[src/rtl/arith_pkg.sv]
// Shared definitions for the sequential add/subtract unit.
package arith_pkg;

    typedef enum logic [1:0] {
        IDLE = 2'd0,
        RUN  = 2'd1,
        FIN  = 2'd2
    } state_t;

    // True when a chunk size is usable for the given operand width.
    function automatic bit chunk_ok(input int unsigned width, input int unsigned chunk);
        return (chunk >= 1) && (chunk <= width) && ((width % chunk) == 0);
    endfunction

    // Number of chunk steps per operation.
    function automatic int unsigned num_steps(input int unsigned width, input int unsigned chunk);
        return width / chunk;
    endfunction

    // Step counter width, never less than one bit.
    function automatic int unsigned cnt_width(input int unsigned width, input int unsigned chunk);
        int unsigned n;
        n = width / chunk;
        return (n < 2) ? 1 : 32'($clog2(n));
    endfunction

endpackage

[src/rtl/chunk_adder.sv]
// CHUNK-bit ripple-carry adder built from full-adder cells.
module chunk_adder #(
    parameter int unsigned CHUNK = 4
) (
    input  logic [CHUNK-1:0] a,
    input  logic [CHUNK-1:0] b,
    input  logic             cin,
    output logic [CHUNK-1:0] s,
    output logic             cout,
    output logic             c_msb
);

    logic [CHUNK:0] c;

    assign c[0] = cin;

    // One full-adder cell per bit.
    for (genvar i = 0; i < CHUNK; i++) begin : g_fa
        assign s[i]   = a[i] ^ b[i] ^ c[i];
        assign c[i+1] = (a[i] & b[i]) | (c[i] & (a[i] ^ b[i]));
    end

    assign cout  = c[CHUNK];
    // Carry into the top bit, needed for signed overflow on the last chunk.
    assign c_msb = c[CHUNK-1];

endmodule

[src/rtl/serial_addsub.sv]
// Multi-cycle adder/subtractor: CHUNK bits per clock over WIDTH/CHUNK cycles.
module serial_addsub
    import arith_pkg::*;
#(
    parameter int unsigned WIDTH = 16,
    parameter int unsigned CHUNK = 4
) (
    input  logic             clk,
    input  logic             rst,
    input  logic             start,
    input  logic             sub,
    input  logic [WIDTH-1:0] a,
    input  logic [WIDTH-1:0] b,
    output logic             busy,
    output logic             done,
    output logic [WIDTH-1:0] sum,
    output logic             cout,
    output logic             ovf,
    output logic             zero
);

    localparam int unsigned N  = num_steps(WIDTH, CHUNK);
    localparam int unsigned CW = cnt_width(WIDTH, CHUNK);

    if (!chunk_ok(WIDTH, CHUNK)) begin : g_chunk_check
        $error("serial_addsub: CHUNK must divide WIDTH and lie in 1..WIDTH");
    end

    state_t             state;
    state_t             state_nxt;
    logic [WIDTH-1:0]   op_a;
    logic [WIDTH-1:0]   op_b;
    logic [WIDTH-1:0]   acc;
    logic [WIDTH-1:0]   acc_nxt;
    logic [WIDTH+CHUNK-1:0] shift_in;
    logic               carry;
    logic [CW-1:0]      cnt;
    logic [CHUNK-1:0]   add_s;
    logic               add_co;
    logic               add_cmsb;
    logic               accept_c;
    logic               last_c;

    chunk_adder #(
        .CHUNK(CHUNK)
    ) u_chunk_adder (
        .a     (op_a[CHUNK-1:0]),
        .b     (op_b[CHUNK-1:0]),
        .cin   (carry),
        .s     (add_s),
        .cout  (add_co),
        .c_msb (add_cmsb)
    );

    // New chunk enters at the top of the result register as the rest shifts right.
    assign shift_in = {add_s, acc};
    assign acc_nxt  = shift_in[WIDTH+CHUNK-1:CHUNK];

    // Next-state and step control.
    always_comb begin
        state_nxt = state;
        accept_c  = 1'b0;
        last_c    = 1'b0;
        case (state)
            IDLE: begin
                if (start) begin
                    accept_c  = 1'b1;
                    state_nxt = RUN;
                end
            end
            RUN: begin
                if (cnt == CW'(N - 1)) begin
                    last_c    = 1'b1;
                    state_nxt = FIN;
                end
            end
            FIN: begin
                if (start) begin
                    accept_c  = 1'b1;
                    state_nxt = RUN;
                end else begin
                    state_nxt = IDLE;
                end
            end
            default: state_nxt = IDLE;
        endcase
    end

    // State register.
    always_ff @(posedge clk or posedge rst) begin
        if (rst) begin
            state <= IDLE;
        end else begin
            state <= state_nxt;
        end
    end

    // Operand shifting, chunk accumulation and flag capture.
    always_ff @(posedge clk or posedge rst) begin
        if (rst) begin
            op_a  <= '0;
            op_b  <= '0;
            acc   <= '0;
            carry <= 1'b0;
            cnt   <= '0;
            busy  <= 1'b0;
            done  <= 1'b0;
            sum   <= '0;
            cout  <= 1'b0;
            ovf   <= 1'b0;
            zero  <= 1'b0;
        end else begin
            done <= last_c;
            if (accept_c) begin
                op_a  <= a;
                op_b  <= sub ? ~b : b;
                acc   <= '0;
                carry <= sub;
                cnt   <= '0;
                busy  <= 1'b1;
            end else if (state == RUN) begin
                op_a  <= op_a >> CHUNK;
                op_b  <= op_b >> CHUNK;
                acc   <= acc_nxt;
                carry <= add_co;
                cnt   <= cnt + CW'(1);
                if (last_c) begin
                    busy <= 1'b0;
                    sum  <= acc_nxt;
                    cout <= add_co;
                    ovf  <= add_co ^ add_cmsb;
                    zero <= (acc_nxt == '0);
                end
            end
        end
    end

endmodule

[config.mk]
export PLATFORM = sky130hd
export DESIGN_NAME = serial_addsub
export DESIGN_NICKNAME = d
export VERILOG_FILES = /design/src/rtl/arith_pkg.sv /design/src/rtl/chunk_adder.sv /design/src/rtl/serial_addsub.sv
export SDC_FILE = /design/constraint.sdc
export NUM_CORES = 1
export LEC_CHECK = 0
export CAP_MARGIN = 25
export CORE_MARGIN = 2
export CORE_UTILIZATION = 35
export CTS_BUF_LIST = sky130_fd_sc_hd__clkbuf_8
export CTS_CLUSTER_DIAMETER = 30
export CTS_CLUSTER_SIZE = 28
export DETAILED_ROUTE_END_ITERATION = 10
export HOLD_SLACK_MARGIN = 0.02
export PLACE_DENSITY = 0.59
export SLEW_MARGIN = 20
export SYNTH_ARGS = -nofsm -noshare
export SYNTH_HDL_FRONTEND = slang
export SYNTH_SLANG_ARGS = --single-unit
[constraint.sdc]
create_clock -name clk -period 4.8 [get_ports clk]
set_clock_uncertainty 0.05 [all_clocks]
set_input_delay 1.44 -clock clk [delete_from_list [all_inputs] [get_ports clk]]
set_output_delay 1.44 -clock clk [all_outputs]
set_load 0.03 [all_outputs]
==> reports/results.ini <==
[setup_path]
critPathSlowestCell = clkdlybuf4s50_1
crit_cells = 1
end_kind = output port
cp-start-kind = flip-flop
path_cells = clkdlybuf4s50_1
worstSetupPathType = flip-flop to output port
crit_path_max_incr_delay_ns = 0.68
cp.arrival_ns = 1.40
critPathTopFamily = buffers and inverters
ff2ff_setup_slack_ns = 2.02
path_max_fanout = 2
required_ns = 3.31
rr_endpoint = zero
r2r_cells = 10
crit_buf_inv = 1
worstReg2RegStart = op_a[0]
crit_start = sum[14]

[sta]
worstMarginPinSlew_ns = 0.927
relSlewSlack_pct = 38.2
post-route-period-util_pct = 60.1
slew_viol_final = 0
finalHoldViolCount = 0
timing.fmax_mhz = 346
setup_violations = 0
min_period_ns = 2.89
hold_ws_ns = 0.431
fin_tns_setup_ns = 0
rsz0062_at_grt = no

[hold_path]
worstHoldPathType = flip-flop to flip-flop
min_from = op_a[6]
worstHoldPathCells = 1
worstHoldEndpoint = op_a[6]

[cts]
path_clk_slew_ns = 0.07
numClockSinks = 70
post-cts-setup-buffer-count = 0
cts-root-buf = clkbuf_8
cts_tree = done
numCtsBuffers = 9
hold_buffers = 0
htreeDepth = 3
postCtsResizedCells = 0
clk_latency_ns = 0.34
cts_buffer_depth = 2

[cells_and_area]
antenna_cells = 0
drive_above_1_share_pct = 12.5
nets = 339
regArea_um2 = 1750
multi_input_area_um2 = 1200
final_area_um2 = 3910
fill_cells = 817
final_util_pct = 44.8
syn2layout_area_growth_pct = 24.3

[status]
status = finished, final reports clean

[floorplanning]
fp.dieArea_um2 = 9750
die_x_um = 98.7
die_h_um = 98.7
row_count = 34
top_level_ports = 57
core_area_um2 = 8720
initial_core_util_pct = 36.0

[global_route]
grt_max_degree = 52
grt_pass1_wl_um = 10300
antenna_found_initial = 0
grt-ovfl-total = 0
grt_pass1_vias = 2070
grt_usage_pct = 13.4

[synthesis]
synth_top_area_share_pct = 55.8
seq_area_frac_synth_pct = 55.8
synth_top_cell_by_area = dfrtp_1
synth_seq_cells = 70
ys_async_sr_fraction_pct = 100
yosysMostFrequentCell = dfrtp_1
yosys-top-cells-count = dfrtp_1 (70), a22o_1 (27), nand2_1 (19)
ys_types = 31
ys.flop_type = dfrtp_1
ys_warn_count = 0
synth.avg_cell_area_um2 = 12.8
syn-cell-area_um2 = 3140
synth_edf_count = 0
synth_nets = 286
synthTopCellsByArea = dfrtp_1 (56%), a22o_1 (7.5%), xor2_1 (4.7%)
synth_cells = 245

[detailed_routing]
wl_um = 5940
ant_nets = 0
first_iter_violations = 81
drtPass1Iterations = 5
avgViaCountPerCell = 4.80
drc = 0
num_vias = 1972
wl_per_cell_um = 14.4

[placement]
place.gp.congestion = 0.735
port_buffers = 56
dp_hpwl_um = 3970
place_area_um2 = 3740

[power_and_ir_drop]
power.switching_uw = 987
p_int_uw = 1610
cellPowerDensity_nw_per_um2 = 665
p_comb_share_pct = 45.4
peakVddDrop_uv = 210
p_leak_uw = 0.00184
power.share.clock_pct = 15.7
seqPwrFrac_pct = 38.8
switching_share_pct = 38.0
p_total_uw = 2600

[flow_run]
max_cap_viol_count = 0

stage by stage:
stage               setup WS [ns]  instances
finish                       1.91        411
global route                 1.79        411
floorplan                    1.54        245
CTS                          1.89        411
detailed placement           1.72        395
global placement             1.76        394
cells by family (layout without fill, tap and decap cells):
| kind of cell | Yosys count | after routing | share of synthesized area, % |
|---|---|---|---|
| DFF | 70 | 70 | 55.8 |
| AOI/OAI and AO/OA | 63 | 63 | 15.0 |
| and+or+nand+nor | 32 | 32 | 5.38 |
| buffers and inverters | 31 | 89 | 6.41 |
| muxes | 27 | 27 | 9.80 |
| xor gates and xnor gates | 17 | 17 | 4.74 |
| adders and majority gates | 5 | 5 | 2.95 |
state kept, by name (all words and copies together), names as in the netlist:
name	count
acc	12
busy	1
carry	1
cnt	2
cout	1
done	1
op_a	16
op_b	16
ovf	1
state	2
sum	16
zero	1
worst max-delay path by stage:
stage	end
floorplan	acc[10]
global placement	op_b[10]
detailed placement	op_a[1]
CTS	sum[14]
global route	zero
finish	sum[14]
power groups by stage:
stage / logic (µW) / registers (µW) / clock network, µW
floorplan: 794 / 1130 / 0
global placement: 1170 / 1010 / 0
detailed placement: 1200 / 1020 / 0
CTS: 1200 / 1010 / 423
global route: 1310 / 1050 / 447
finish: 1180 / 1010 / 408
area by class of cell:
| type | count | share of cell area (%) |
|---|---|---|
| sequential | 70 | 44.8 |
| multi-input combinational | 144 | 30.6 |
| timing repair buffer | 61 | 15.6 |
| clock buffer | 10 | 3.52 |
| tap | 108 | 3.46 |
| inverter | 12 | 1.15 |
| clock inverter | 6 | 0.769 |
routing by layer:
| layer | wire (µm) | track usage, % | share of wire (%) |
|---|---|---|---|
| met2 | 2680 | 20.5 | 45 |
| met3 | 304 | 4.75 | 5.1 |
| met5 | 0 | 0 | 0 |
| met4 | 63 | 3.79 | 1.1 |
| met1 | 2890 | 18.1 | 49 |
cell usage in the layout (no fill, tap or decap), drive strengths merged, types with 10 or more instances in the layout:
master | synthesis | routed
a21o | 10 | 10
mux2i | 12 | 12
dfrtp | 70 | 70
inv | 12 | 14
xor2 | 17 | 17
mux2 | 15 | 15
clkbuf | 1 | 10
nand2 | 19 | 19
o21ai | 19 | 19
a22o | 27 | 27
clkdlybuf4s50 | 0 | 56
No activity file was read; power rests on OpenSTA's default activity.
